--- src/rtl/bcd_countdown_timer.sv ---
// Multi-digit BCD count-down timer with start/pause control, saturating
// bonus-time addition, a step strobe per decrement and a one-cycle expiry pulse.
module bcd_countdown_timer #(
  parameter int                      NUM_DIGITS      = 2,
  parameter int                      CYCLES_PER_STEP = 50000000,
  parameter logic [4*NUM_DIGITS-1:0] RESET_VALUE     = 'h60
) (
  input  logic                    clk,
  input  logic                    rst,
  input  logic                    load,
  input  logic [4*NUM_DIGITS-1:0] load_value,
  input  logic                    start,
  input  logic                    pause,
  input  logic                    add_en,
  input  logic [4*NUM_DIGITS-1:0] add_value,
  output logic [4*NUM_DIGITS-1:0] digits,
  output logic                    running,
  output logic                    zero,
  output logic                    step_pulse,
  output logic                    expired
);

  localparam int W  = 4 * NUM_DIGITS;
  localparam int PW = $clog2(CYCLES_PER_STEP);

  localparam logic [PW-1:0] PRESC_LAST = PW'(CYCLES_PER_STEP - 1);
  localparam logic [W-1:0]  ALL_NINES  = {NUM_DIGITS{4'h9}};

  localparam logic [1:0] ST_IDLE   = 2'd0;
  localparam logic [1:0] ST_RUN    = 2'd1;
  localparam logic [1:0] ST_PAUSED = 2'd2;
  localparam logic [1:0] ST_DONE   = 2'd3;

  // Force every nibble into the legal BCD range 0..9.
  function automatic logic [W-1:0] bcd_clamp(input logic [W-1:0] v);
    logic [W-1:0] r;
    r = v;
    for (int i = 0; i < NUM_DIGITS; i++) begin
      if (v[4*i +: 4] > 4'd9) r[4*i +: 4] = 4'd9;
    end
    return r;
  endfunction

  // Ripple-carry BCD add; a carry out of the top digit pins the value at all 9s.
  function automatic logic [W-1:0] bcd_add_sat(input logic [W-1:0] a,
                                               input logic [W-1:0] b);
    logic [W-1:0] r;
    logic [4:0]   s;
    logic         c;
    r = '0;
    c = 1'b0;
    for (int i = 0; i < NUM_DIGITS; i++) begin
      s = {1'b0, a[4*i +: 4]} + {1'b0, b[4*i +: 4]} + {4'd0, c};
      if (s > 5'd9) begin
        r[4*i +: 4] = 4'(s - 5'd10);
        c           = 1'b1;
      end else begin
        r[4*i +: 4] = s[3:0];
        c           = 1'b0;
      end
    end
    if (c) r = ALL_NINES;
    return r;
  endfunction

  // Subtract one with borrow propagating through zero digits (100 -> 099).
  function automatic logic [W-1:0] bcd_dec(input logic [W-1:0] a);
    logic [W-1:0] r;
    logic         bw;
    r  = a;
    bw = 1'b1;
    for (int i = 0; i < NUM_DIGITS; i++) begin
      if (bw) begin
        if (a[4*i +: 4] == 4'd0) begin
          r[4*i +: 4] = 4'd9;
        end else begin
          r[4*i +: 4] = a[4*i +: 4] - 4'd1;
          bw          = 1'b0;
        end
      end
    end
    return r;
  endfunction

  logic [1:0]    state_q, state_d;
  logic [W-1:0]  digits_q, digits_d;
  logic [PW-1:0] presc_q, presc_d;
  logic          step_q, step_d;
  logic          exp_q, exp_d;
  logic          running_q, running_d;
  logic          zero_q, zero_d;
  logic [W-1:0]  dec_val;
  logic          nonzero;

  // Next-state decode in command priority order: load > add > pause > start > step.
  always_comb begin
    state_d  = state_q;
    digits_d = digits_q;
    presc_d  = presc_q;
    step_d   = 1'b0;
    exp_d    = 1'b0;
    dec_val  = bcd_dec(digits_q);
    nonzero  = (digits_q != '0);

    if (load) begin
      digits_d = bcd_clamp(load_value);
      presc_d  = '0;
      state_d  = ST_IDLE;
    end else if (add_en && (state_q != ST_DONE)) begin
      // Prescaler holds, so an add on the terminal cycle defers the step by one.
      digits_d = bcd_add_sat(digits_q, bcd_clamp(add_value));
    end else if (pause && (state_q == ST_RUN)) begin
      state_d = ST_PAUSED;
    end else if (start && ((state_q == ST_IDLE) || (state_q == ST_PAUSED))) begin
      if (nonzero) begin
        state_d = ST_RUN;
        if (state_q == ST_IDLE) presc_d = '0;
      end else begin
        state_d = ST_DONE;
        exp_d   = 1'b1;
      end
    end else if (state_q == ST_RUN) begin
      if (presc_q == PRESC_LAST) begin
        presc_d = '0;
        if (nonzero) begin
          digits_d = dec_val;
          step_d   = 1'b1;
          if (dec_val == '0) begin
            state_d = ST_DONE;
            exp_d   = 1'b1;
          end
        end
      end else begin
        presc_d = presc_q + PW'(1);
      end
    end

    running_d = (state_d == ST_RUN);
    zero_d    = (digits_d == '0);
  end

  // State, value, prescaler and registered status outputs.
  always_ff @(posedge clk) begin
    if (rst) begin
      state_q   <= ST_IDLE;
      digits_q  <= RESET_VALUE;
      presc_q   <= '0;
      step_q    <= 1'b0;
      exp_q     <= 1'b0;
      running_q <= 1'b0;
      zero_q    <= (RESET_VALUE == '0);
    end else begin
      state_q   <= state_d;
      digits_q  <= digits_d;
      presc_q   <= presc_d;
      step_q    <= step_d;
      exp_q     <= exp_d;
      running_q <= running_d;
      zero_q    <= zero_d;
    end
  end

  assign digits     = digits_q;
  assign running    = running_q;
  assign zero       = zero_q;
  assign step_pulse = step_q;
  assign expired    = exp_q;

endmodule
--- config.mk ---
export PLATFORM = sky130hd
export DESIGN_NAME = bcd_countdown_timer
export DESIGN_NICKNAME = d
export VERILOG_FILES = /design/src/rtl/bcd_countdown_timer.sv
export SDC_FILE = /design/constraint.sdc
export NUM_CORES = 1
export LEC_CHECK = 0
export BUFFER_PORTS_ARGS = -buffer_cell sky130_fd_sc_hd__buf_4
export CAP_MARGIN = 0
export CORE_MARGIN = 2
export CORE_UTILIZATION = 55
export CTS_CLUSTER_SIZE = 24
export DETAILED_ROUTE_END_ITERATION = 10
export PLACE_DENSITY = 0.73
export SYNTH_ARGS = -nofsm -noshare
export SYNTH_HDL_FRONTEND = slang
export SYNTH_SLANG_ARGS = --single-unit
--- constraint.sdc ---
create_clock -name clk -period 6.4 [get_ports clk]
set_clock_uncertainty 0.1 [all_clocks]
set_input_delay 0.64 -clock clk [delete_from_list [all_inputs] [get_ports clk]]
set_output_delay 0.64 -clock clk [all_outputs]
set_load 0.02 [all_outputs]
==> results.rst <==
.. list-table::
   :header-rows: 1

   * - Metric
     - Value
   * - Outcome
     - completed
   * - Clock root buffer master
     - sky130_fd_sc_hd__clkbuf_8
   * - Number of flip-flops and latches in the synthesized netlist
     - 40
   * - Reg-to-reg slack, setup
     - between 1.5 and 2 ns
   * - Core region area
     - 4790 µm²
   * - Combinational family with the most area after synthesis
     - simple AND/OR/NAND/NOR gates
   * - NumNets Final
     - 410
   * - Pin count of the biggest net entering global routing
     - 21
   * - # placed instances
     - 434
   * - CP endpoint
     - zero$_SDFF_PP0_
   * - Mux cell area share after synthesis
     - 0.770%
   * - Asr flop ratio synth
     - 0%
   * - FF-to-FF End
     - zero$_SDFF_PP0_
   * - Post-DR wirelength/cell
     - 15.0 µm
   * - Post-cts hold buffer count
     - 0
   * - Post-route core utilization
     - between 60% and 70%
   * - Total routing resource utilization after global routing
     - roughly 25%
   * - Antenna violations before repair
     - 0
   * - Minimum period implied by the final worst setup slack
     - 4.96 ns
   * - # H-tree levels
     - 2
   * - Count of buffers added by post-CTS timing repair for setup
     - 0
   * - Number of DRC markers in iteration 0
     - ~150
   * - Total I/O pin count
     - 34
   * - Post-synthesis instance area
     - ~2800 µm²
   * - Die footprint
     - 5600 µm²
   * - Number of clock sinks
     - 40
   * - Final Non-Filler Cells
     - 442
   * - Final-report hold violation count
     - 0
   * - Final period util
     - 77.4%
   * - Mean post-synth cell area
     - 8.10 µm²
   * - Final Slew Violations
     - 0
   * - Fmax achieved
     - 202 MHz
   * - Port-buffer cells
     - 33
   * - Leak Pwr
     - about 1.2 nW
   * - Share of the yosys chip area belonging to registers
     - 29.0%
   * - Number of global-route vias before repair
     - ~2400
   * - Synthesized instance count
     - 341
   * - Overall overflow remaining after global route
     - 0
   * - Post-synthesis net count
     - 377
   * - Fraction of synthesized cell area in xor and xnor cells
     - approximately 6.3%
   * - Crit-path max cell delay
     - 0.60 ns
   * - Register clock-pin slew on the reported worst setup and hold paths
     - 0.08 ns
   * - Cell depth of the worst flop-to-flop path
     - 16
   * - Clock network latency to the later pin of the worst-skew pair
     - 0.29 ns
   * - Standard-cell row count
     - 25
   * - Unrepaired setup endpoints after global routing
     - no
   * - Path type of the worst setup path
     - primary input to flop
   * - Power Dens Cells
     - 192 nW/µm²
   * - Die span in x
     - 74.9 µm
   * - Hold/Removal Path Class
     - flop to flop
   * - Placement-stage worst setup slack
     - ~1.2 ns
   * - Setup TNS
     - 0 ns
   * - Compound-cell area share of the yosys netlist
     - 20.2%
   * - Clock buffer depth
     - 2
   * - Most frequent cell on the critical path
     - sky130_fd_sc_hd__fa_1
   * - Clock buffer count from CTS
     - 5
   * - Clock tree from TritonCTS
     - yes
   * - Global-route wire length before repair
     - ~11000 µm
   * - Netlist cell types
     - 67
   * - Setup ws final
     - 1.44 ns
   * - Final worst hold slack
     - 0.415 ns
   * - Total length of routed wires
     - approximately 6600 µm
   * - Share of layout cells above drive strength 1
     - 14.9%
   * - Die height
     - 74.9 µm
   * - Number of violations of the max-capacitance limit
     - 0
   * - Worst reg2reg path startpoint
     - digits[0]$_SDFF_PP0_
   * - Initial standard-cell utilization of the core
     - slightly below 60%
   * - VDD IR-drop max
     - 0.179 mV
   * - Data required time of the critical path
     - approximately 6.5 ns
   * - Leading cell type in the layout, fill and taps excluded
     - sky130_fd_sc_hd__nor2_1
   * - Count of nets left with antenna violations after detail routing
     - 0
   * - DPL Wire Length
     - approximately 5000 µm
   * - Count of final setup violators
     - 0
   * - Inserted Diodes
     - 0
   * - Arrival time at the worst endpoint
     - about 5.1 ns
   * - EDFF count, synth
     - 0
   * - Number of detailed-routing iterations run before antenna repair
     - 5
   * - Hold Path Origin
     - presc_q[19]$_SDFFE_PP0P_
   * - DRC violations left
     - 0
   * - Crit path cell chain
     - buf_4 -> o21ai_0 -> nand2b_1 -> ha_1 -> inv_1 -> fa_1 -> nor2b_1 -> or4b_2 -> o32a_1 -> fa_1 -> fa_1 -> xor2_1 -> o21ai_0 -> o31ai_1 -> nor2_1 -> a221oi_4 -> nand4b_1 -> nor4_2
   * - WP depth
     - 18
   * - Crit-path leading delay family
     - simple AND/OR/NAND/NOR gates
   * - Via count
     - roughly 2600
   * - Number of synthesis warnings
     - 0
   * - Top_reg_cell synth
     - sky130_fd_sc_hd__dfxtp_1
   * - Critical path endpoint category
     - flop
   * - Synthesized-area fraction occupied by adder cells
     - under 10%
   * - Most frequent cells in the layout
     - sky130_fd_sc_hd__nor2_1, sky130_fd_sc_hd__dfxtp_1, sky130_fd_sc_hd__buf_4
   * - Placer congestion estimate
     - between 0.8 and 0.9
   * - Critical path launch point
     - add_value[1]
   * - Nature of the critical path startpoint
     - primary input
   * - Area share of and/or/nand/nor cells after synthesis
     - 33.2%
   * - Cell type of the slowest stage on the worst timing path
     - sky130_fd_sc_hd__or4b_2
   * - Crit path buffers/inverters
     - 2
   * - Number of cells upsized or downsized after cts
     - 0
   * - Slew margin rel.
     - 47.1%
   * - Worst Tran Pin Value
     - slightly below 0.8 ns
   * - Peak fanout along the critical path
     - 5
   * - Post-DR vias/cell
     - 5.98
   * - Area Overhead vs Synth
     - 14.2%
==> worst register-to-register path, cell delays in order, from the launching register on <==
cell and delay, ns:
sky130_fd_sc_hd__dfxtp_1 0.46, sky130_fd_sc_hd__ha_1 0.25, sky130_fd_sc_hd__inv_1 0.07, sky130_fd_sc_hd__fa_1 0.43, sky130_fd_sc_hd__xnor2_1 0.17, sky130_fd_sc_hd__inv_1 0.16
sky130_fd_sc_hd__a211oi_1 0.12, sky130_fd_sc_hd__o32a_1 0.38, sky130_fd_sc_hd__fa_1 0.42, sky130_fd_sc_hd__fa_1 0.41, sky130_fd_sc_hd__xor2_1 0.23, sky130_fd_sc_hd__o21ai_0 0.11
sky130_fd_sc_hd__o31ai_1 0.52, sky130_fd_sc_hd__nor2_1 0.21, sky130_fd_sc_hd__a221oi_4 0.30, sky130_fd_sc_hd__nand4b_1 0.14, sky130_fd_sc_hd__nor4_2 0.27
==> per-stage QoR <==
step                      instance area (µm²)  power [mW]
final                                    3150       0.604
after global routing                     3150       0.636
after CTS                                3150       0.608
after detailed placement                 3060       0.434
after global placement                   3060       0.432
after floorplan                          2760       0.386
==> state kept, by name, indices dropped and copies added, names as in the netlist <==
signal and flops:
expired 1, step_pulse 1, zero 1, running 1
digits 8, presc_q 26, state_q 2
==> cells in the mapped netlist, drive strengths merged (4+ instances only) <==
library cell | count | area share, %
nand4 | 11 | 2.5
a21oi | 17 | 3.2
o31ai | 5 | 1.4
buf | 5 | 0.86
a211oi | 6 | 1.6
ha | 11 | 5.0
o21ai | 21 | 3.8
xnor2 | 10 | 3.2
inv | 14 | 1.9
nand2 | 20 | 2.8
nand3 | 13 | 2.4
or3 | 6 | 1.4
xor2 | 10 | 3.2
nor3 | 12 | 2.4
nand4b | 4 | 1.5
dfxtp | 40 | 29
nor4 | 9 | 3.0
nand2b | 8 | 1.8
nor2 | 44 | 6.0
and3 | 5 | 1.1
nor2b | 11 | 2.5
==> cell type report <==
| type | count | area, µm² |
|---|---|---|
| Clock inverter | 2 | 10.0 |
| Tap cell | 67 | 83.8 |
| Fill cell | 439 | 1630 |
| Sequential cell | 40 | 801 |
| Timing Repair Buffer | 34 | 255 |
| Inverter | 14 | 52.6 |
| Multi-Input combinational cell | 279 | 1870 |
| Clock buffer | 6 | 82.6 |
==> metal layers <==
metal	wire [µm]	track usage [%]	share of wire (%)
met1	3410	36.5	51
met2	2930	38.6	44
met3	249	4.02	3.8
met4	32	4.76	0.48
met5	0	0	0
==> worst min path at each step <==
stage               depth (start not counted)  slack (ns)                       end
finish                                      2        0.41  presc_q[19]$_SDFFE_PP0P_
global route                                2        0.43  presc_q[19]$_SDFFE_PP0P_
CTS                                         2        0.41  presc_q[19]$_SDFFE_PP0P_
detailed placement                          2        0.40  presc_q[19]$_SDFFE_PP0P_
global placement                            2        0.39  presc_q[19]$_SDFFE_PP0P_
floorplan                                   2        0.37   presc_q[9]$_SDFFE_PP0P_
==> report_power, final <==
part | switching, mW | internal, mW
logic | 0.0925 | 0.0709
clock network | 0.0873 | 0.0861
registers | 0.0125 | 0.255
==> cell families after synthesis <==
family,count (synthesis)
compound gates,81
simple gates,162
flops,40
mux,2
buf+inv,22
xor+xnor,20
fa+ha+maj,14
(Power assumes the default switching activity.)
